--- src/rtl/inst_fetch_reg.sv ---
// Instruction fetch/decode front end for the 10-bit CPU.
// Fetches over a req/ack handshake, holds the word in IR, splits it into
// fields and sequences Ins_Buff so the immediate reaches the shared bus.
module inst_fetch_reg #(
    parameter int unsigned ADDR_W   = 8,
    parameter logic [15:0] IMM_MASK = 16'h00F0,
    parameter int unsigned IMM_HOLD = 1
) (
    input  logic              clk,
    input  logic              rst,
    input  logic              run,
    output logic              mem_req,
    output logic [ADDR_W-1:0] mem_addr,
    input  logic [9:0]        mem_data,
    input  logic              mem_ack,
    input  logic              pc_load,
    input  logic [ADDR_W-1:0] pc_in,
    output logic [9:0]        ir_out,
    output logic [3:0]        opcode,
    output logic [1:0]        reg_sel,
    output logic [3:0]        imm_data,
    output logic              Ins_Buff,
    input  logic              exec_done,
    output logic              halted
);

    localparam int unsigned IR_W   = 10;
    localparam int unsigned OP_W   = 4;
    localparam int unsigned HOLD_W = 4;
    localparam int unsigned ST_W   = 3;

    localparam logic [ST_W-1:0] S_IDLE   = 3'd0;
    localparam logic [ST_W-1:0] S_FETCH  = 3'd1;
    localparam logic [ST_W-1:0] S_DECODE = 3'd2;
    localparam logic [ST_W-1:0] S_IMM    = 3'd3;
    localparam logic [ST_W-1:0] S_EXEC   = 3'd4;
    localparam logic [ST_W-1:0] S_HALT   = 3'd5;

    localparam logic [OP_W-1:0]   OP_HALT   = 4'hF;
    localparam logic [HOLD_W-1:0] HOLD_LAST = HOLD_W'(IMM_HOLD - 32'd1);

    logic [ST_W-1:0]   state_q,    state_d;
    logic [ADDR_W-1:0] pc_q,       pc_d;
    logic [IR_W-1:0]   ir_q,       ir_d;
    logic [HOLD_W-1:0] hold_q,     hold_d;
    logic              mem_req_q,  mem_req_d;
    logic              ins_buff_q, ins_buff_d;
    logic              halted_q,   halted_d;

    logic [OP_W-1:0]   ir_op;

    assign ir_op = ir_q[9:6];

    // Next-state, pc/IR update and registered-output decode
    always_comb begin
        state_d = state_q;
        pc_d    = pc_q;
        ir_d    = ir_q;
        hold_d  = hold_q;

        case (state_q)
            S_IDLE: begin
                if (run) begin
                    state_d = S_FETCH;
                end
            end
            S_FETCH: begin
                if (mem_ack) begin
                    ir_d    = mem_data;
                    pc_d    = pc_q + ADDR_W'(1);
                    state_d = S_DECODE;
                end
            end
            S_DECODE: begin
                hold_d = '0;
                if (ir_op == OP_HALT) begin
                    state_d = S_HALT;
                end else if (IMM_MASK[ir_op]) begin
                    state_d = S_IMM;
                end else begin
                    state_d = S_EXEC;
                end
            end
            S_IMM: begin
                if (hold_q == HOLD_LAST) begin
                    hold_d  = '0;
                    state_d = S_EXEC;
                end else begin
                    hold_d = hold_q + HOLD_W'(1);
                end
            end
            S_EXEC: begin
                // A branch overrides the increment done at fetch time
                if (pc_load) begin
                    pc_d = pc_in;
                end
                if (exec_done) begin
                    state_d = S_FETCH;
                end
            end
            S_HALT: begin
                state_d = S_HALT;
            end
            default: begin
                state_d = S_IDLE;
            end
        endcase

        // Outputs are registered from the next state so they align with it
        mem_req_d  = (state_d == S_FETCH);
        ins_buff_d = (state_d == S_IMM);
        halted_d   = (state_d == S_HALT);
    end

    // State and output registers, asynchronously cleared
    always_ff @(posedge clk or posedge rst) begin
        if (rst) begin
            state_q    <= S_IDLE;
            pc_q       <= '0;
            ir_q       <= '0;
            hold_q     <= '0;
            mem_req_q  <= 1'b0;
            ins_buff_q <= 1'b0;
            halted_q   <= 1'b0;
        end else begin
            state_q    <= state_d;
            pc_q       <= pc_d;
            ir_q       <= ir_d;
            hold_q     <= hold_d;
            mem_req_q  <= mem_req_d;
            ins_buff_q <= ins_buff_d;
            halted_q   <= halted_d;
        end
    end

    assign mem_req  = mem_req_q;
    assign mem_addr = pc_q;
    assign ir_out   = ir_q;
    assign opcode   = ir_q[9:6];
    assign reg_sel  = ir_q[5:4];
    assign imm_data = ir_q[3:0];
    assign Ins_Buff = ins_buff_q;
    assign halted   = halted_q;

endmodule

--- config.mk ---
export PLATFORM = sky130hd
export DESIGN_NAME = inst_fetch_reg
export DESIGN_NICKNAME = d
export VERILOG_FILES = /design/src/rtl/inst_fetch_reg.sv
export SDC_FILE = /design/constraint.sdc
export NUM_CORES = 1
export LEC_CHECK = 0
export ABC_CLOCK_PERIOD_IN_PS = 2600
export BUFFER_PORTS_ARGS = -buffer_cell sky130_fd_sc_hd__buf_2
export CELL_PAD_IN_SITES_DETAIL_PLACEMENT = 0
export CELL_PAD_IN_SITES_GLOBAL_PLACEMENT = 1
export CORE_ASPECT_RATIO = 0.6
export CORE_MARGIN = 5
export CORE_UTILIZATION = 39
export DETAILED_ROUTE_END_ITERATION = 6
export GPL_ROUTABILITY_DRIVEN = 0
export GPL_TIMING_DRIVEN = 0
export MAX_ROUTING_LAYER = met4
export PLACE_DENSITY_LB_ADDON = 0.1
export SYNTH_ARGS = -nofsm -noshare
export SYNTH_HDL_FRONTEND = slang
export SYNTH_SLANG_ARGS = --single-unit
--- constraint.sdc ---
create_clock -name clk -period 2.6 [get_ports clk]
set_clock_uncertainty 0.1 [all_clocks]
set_input_delay 0.52 -clock clk [delete_from_list [all_inputs] [get_ports clk]]
set_output_delay 0.52 -clock clk [all_outputs]
set_load 0.01 [all_outputs]
### Word level (Yosys, flattened, before mapping)

Memory sizes are Yosys's and may differ from the RTL's.
Cells that the tools add are included.

* bits in read-only memories: 16
* bits in registers: 28
* output and inout port bits: 31
* word-level logic and storage cells: 41
* memories kept: 1

* reductions and logical operators: 6
* multiplexer cells: 13
* order comparisons: 1
* eq/ne operators: 11
* add/sub/neg operators: 2

Memories
* (name not given): words 16, bits a word 1, rd ports 1, clocked after Yosys merged registers in 0, write ports 0, RTL line 78 `end else if (IMM_MASK[ir_op]) begin`

Operators with widths (number)
* $mux W3: 6
* $pmux W3 S6: 1
* $mux W8: 2
* $pmux W8 S2: 1
* $eq A3 B2 Y1 const B: 3
* $eq A3 B3 Y1 const B: 3
* $add A8 B1 Y8 const B: 1
* $pmux W4 S2: 1
* $eq A3 B1 Y1 const B: 2
* $lt A4 B5 Y1 const B: 1
* $add A4 B1 Y4 const B: 1
* $eq A4 B4 Y1 const B: 1
* $logic_not A4 Y1: 1
* $mux W4: 1
* $ne A2 B2 Y1 const B: 2
* $reduce_bool A2 Y1: 2
* $logic_not A3 Y1: 1
* $reduce_and A3 Y1: 1
* $reduce_and A2 Y1: 1
* $mux W1: 1

### Logic depth before layout (Yosys ltp)

* depth in word-level cells: 6
* mapped depth: 7
* depth with buffers taken out: 6

### Worst setup path before layout

OpenSTA, ideal clock, no wires.

* path type: register to register
* start: register hold_q[0]
* end: register halted_q, in the netlist halted
* data required time: 2.427 ns
* data arrival time: 1.559 ns
* period minus slack after synthesis: 1.732 ns
* cell stages (with the launch flop): 7
* library setup time: 0.073 ns
* path buffers: 0
* slack: 0.868 ns
* cell sequence: dfrtp_1 -> inv_1 -> ha_1 -> or3b_4 -> a2111oi_2 -> a21o_2 -> nor2b_1

* word-level cells in the longest chain between the ends: 4

Ends and longest elaborated chain
* start, declared: RTL line 45 `logic [HOLD_W-1:0] hold_q, hold_d;`
* start signal, assigned: RTL line 129 `hold_q <= hold_d;`
* $logic_not A4 Y1: RTL line 85 `if (hold_q == HOLD_LAST) begin`
* $mux W3: RTL line 85
* $pmux W3 S6: RTL line 61 `case (state_q)`
* net state_d[2]: RTL line 42 `logic [ST_W-1:0] state_q, state_d;`
* $eq A3 B3 Y1: RTL line 112 `halted_d = (state_d == S_HALT);`
* net halted_d: RTL line 48 `logic halted_q, halted_d;`
* end signal, assigned: RTL line 132 `halted_q <= halted_d;`
* end, declared: RTL line 48

The timed path passes the listed nets, and every way through them passes these cells.
A chain may end at the register's enable or synchronous reset.

### Final worst setup path

* start: register hold_q[0]
* end: register halted_q, in the netlist halted

* word-level cells in the longest chain between the ends: 4

Ends and longest elaborated chain (RTL line)
* $logic_not A4 Y1: 85
* $mux W3: 85
* $pmux W3 S6: 61
* $eq A3 B3 Y1: 112
* net halted_d: 48

The timed path passes the listed nets, and every way through them passes these cells.

==> results.sh <==
export IMPL_synth_async_reset_ratio=1.00
export IMPL_synthFlopType="dfrtp_1"
export IMPL_clock_power_share=0.151
export IMPL_hp_class="in -> reg"
export IMPL_cts_tree="yes"
export IMPL_irDropWorstVdd_uv=544
export IMPL_fp_dieW_um=90.5
export IMPL_period_needed_ns=1.93
export IMPL_clock_tree_buf_depth=2
export IMPL_timing_setup_critical_path_class="reg -> reg"
export IMPL_final_antenna_net_count=0
export IMPL_fp_dieH_um=58.3
export IMPL_setup_worst_path_end_class="flip-flop"
export IMPL_power_static_leakage_nw=0.949
export IMPL_setup_viol=0
export IMPL_ioPinCount=55
export IMPL_drt_total_wl_um=3710
export IMPL_areaGrowthSynthToFinish_pct=26.4
export IMPL_timing_setup_tns_ns=0
export IMPL_dp_hpwl_um=2880
export IMPL_internal_power_w=0.00140
export IMPL_global_route_total_overflow=0
export IMPL_timing_max_transition_violations_final=0
export IMPL_synth_enable_flop_cells=0
export IMPL_grt_util_all_layers=0.149
export IMPL_status="complete, no violations"
export IMPL_cts_clk_slew_worst_paths_ns=0.10
export IMPL_ys_seq_elements=28
export IMPL_yosys_top_cells_count="dfrtp_1, nand2_1, o21ai_0"
export IMPL_worst_slew_margin=0.298
export IMPL_wire_length_per_cell_um=14.7
export IMPL_worst_margin_pin_slew_ns=1.05
export IMPL_drv_max_cap_violation_count=0
export IMPL_max_freq_ghz=0.518
export IMPL_detail_route_iter0_violations=87
export IMPL_worstSetupStartpointType="flip-flop"
export IMPL_drt_first_pass_iters=4
export IMPL_yosys_cell_count_top_type="dfrtp_1"
export IMPL_design_die_area_um2=5280
export IMPL_timing_hold_worst_path_depth=3
export IMPL_number_of_remaining_drc_errors=0
export IMPL_worst_ep_required_time_ns=2.71
export IMPL_timing_reg2reg_worst_path_depth=6
export IMPL_initial_core_util=0.410
export IMPL_fin_crit_sh=0.743
export IMPL_comb_power_share=0.508
export IMPL_power_density_nw_per_um2=1180
export IMPL_netSwitchingPower_w=0.000876
export IMPL_antenna_found_initial=0
export IMPL_synth_area_per_cell_um2=10.3
export IMPL_synth_largest_area_cell="dfrtp_1"
export IMPL_timing_hold_violations_final=0
export IMPL_synth_sequential_area_ratio=0.462
export IMPL_first_pass_grt_wire_length_um=6150
export IMPL_io_buffers=54
export IMPL_cts_sinks=28
export IMPL_switching_share=0.386
export IMPL_sequentialPowerShare=0.341
export IMPL_vias=1301
export IMPL_syn_inst=147
export IMPL_fp_coreArea_um2=3700
export IMPL_synth_area_um2=1520
export IMPL_cts_max_level=1
export IMPL_yosys_warnings=0
export IMPL_layout_drive_gt1_share=0.439
export IMPL_cts_hold_buffers=0
export IMPL_clock_root_buffer="clkbuf_8"
export IMPL_grt_pass1_vias=1244
export IMPL_cts_made_buffers=3
export IMPL_insertion_delay_ns=0.27
export IMPL_netlist_area_leader_share=0.462
export IMPL_number_of_diodes_added_for_antenna_fixing=0
export IMPL_post_cts_resized_instances=0
export IMPL_filler_cell_count=347
export IMPL_grt_start_max_net_pins=29
export IMPL_setup_repair_after_global_routing_missed_its_margin="false"
export IMPL_cts_post_setup_buffers_inserted=0
export IMPL_worstPathMaxFanout=5
export IMPL_floorplan_rows=17
export IMPL_finalNetCount=233
export IMPL_vias_per_cell=5.16
export IMPL_synth_lib_cells_used_distinct=44
export IMPL_mappedNetlistNets=174
export IMPL_cp_arrival_ns=2.04
export IMPL_synthTopCellsByArea="dfrtp_1, mux2_2, buf_4, o21ai_0, a21oi_1"
export IMPL_final_hold_worst_slack_ns=0.339
[worst paths after layout]
check / from / endpoint / slack, ns
min in group asynchronous: rst / ir_out[0] / 0.38
max: hold_q[0] / halted / 0.67
min reg2reg: ir_out[2] / ir_out[2] / 0.44
max in group asynchronous: rst / halted / 1.38
min: mem_data[9] / ir_out[9] / 0.34
max reg2reg: hold_q[0] / halted / 0.67
[metrics by stage]
step                total power (W)  setup WS (ns)   util  instances  cell area (µm²)
CTS                         0.00229          0.656  0.518        252             1920
floorplan                   0.00154          0.868      -        147             1520
detailed placement          0.00195          0.613  0.499        248             1850
global placement            0.00191          0.636  0.499        248             1850
global route                0.00245          0.478  0.518        252             1920
finish                      0.00227          0.669  0.518        252             1920
[final cells by class]
type / instances / area [µm²] / area share
timing repair buffer: 54 / 270 / 0.141
multi-input combinational: 93 / 653 / 0.341
clock buffer: 3 / 41.3 / 0.0215
buffer: 18 / 134 / 0.0698
sequential: 28 / 701 / 0.365
tap: 47 / 58.8 / 0.0307
clock inverter: 1 / 30.0 / 0.0157
inverter: 8 / 30.0 / 0.0157
[layout by cell type, fill, tap and decap left out, types with 3 or more instances in the layout]
master    synthesis  final
ha_1              3      3
buf_6             3      3
dfrtp_1          28     28
nand2_1          13     13
o21ai_0          13     13
mux2_2            9      9
buf_2             2     56
a21oi_1          10     10
buf_4            11     11
nor2_1            4      4
clkbuf_8          0      3
nand3_1           4      4
nor3b_1           3      3
inv_1             8      8
[logic make-up (layout without fill, tap and decap cells)]
| family | after synthesis | after routing | share of synthesized area |
|---|---|---|---|
| AO/OA/AOI/OAI | 39 | 39 | 0.163 |
| XOR/XNOR | 1 | 1 | 0.00577 |
| adder cells (fa/ha/maj) | 3 | 3 | 0.0247 |
| buffers and inverters | 26 | 84 | 0.108 |
| flip-flops | 28 | 28 | 0.462 |
| multiplexers | 9 | 9 | 0.0668 |
| AND/OR/NAND/NOR | 41 | 41 | 0.170 |
[critical path: stages, from the launching register on]
cell and delay (ns):
dfrtp_1 0.44, inv_1 0.08, ha_1 0.15, or3b_4 0.40
a221oi_1 0.40, o31ai_1 0.18, nor2b_1 0.13
[state kept, by name (all words and copies together) (netlist names)]
register  flops
halted        1
ir_out       10
Ins_Buff      1
mem_addr      8
mem_req       1
hold_q        4
state_q       3
[routing by layer]
layer	track usage	up-vias	wire length (µm)
li1	-	635	-
met1	0.203	610	1740
met2	0.220	54	1610
met3	0.0536	2	346
met4	0.0191	0	12
met5	-	-	0
[power by group through the flow]
stage               Clock, W  Combinational, W  Sequential, W
global placement           0           0.00114       0.000767
finish              0.000343           0.00115       0.000775
global route        0.000374           0.00127       0.000810
floorplan                  0          0.000710       0.000831
CTS                 0.000350           0.00117       0.000774
detailed placement         0           0.00117       0.000784
Power figures use the tool's default switching activity.
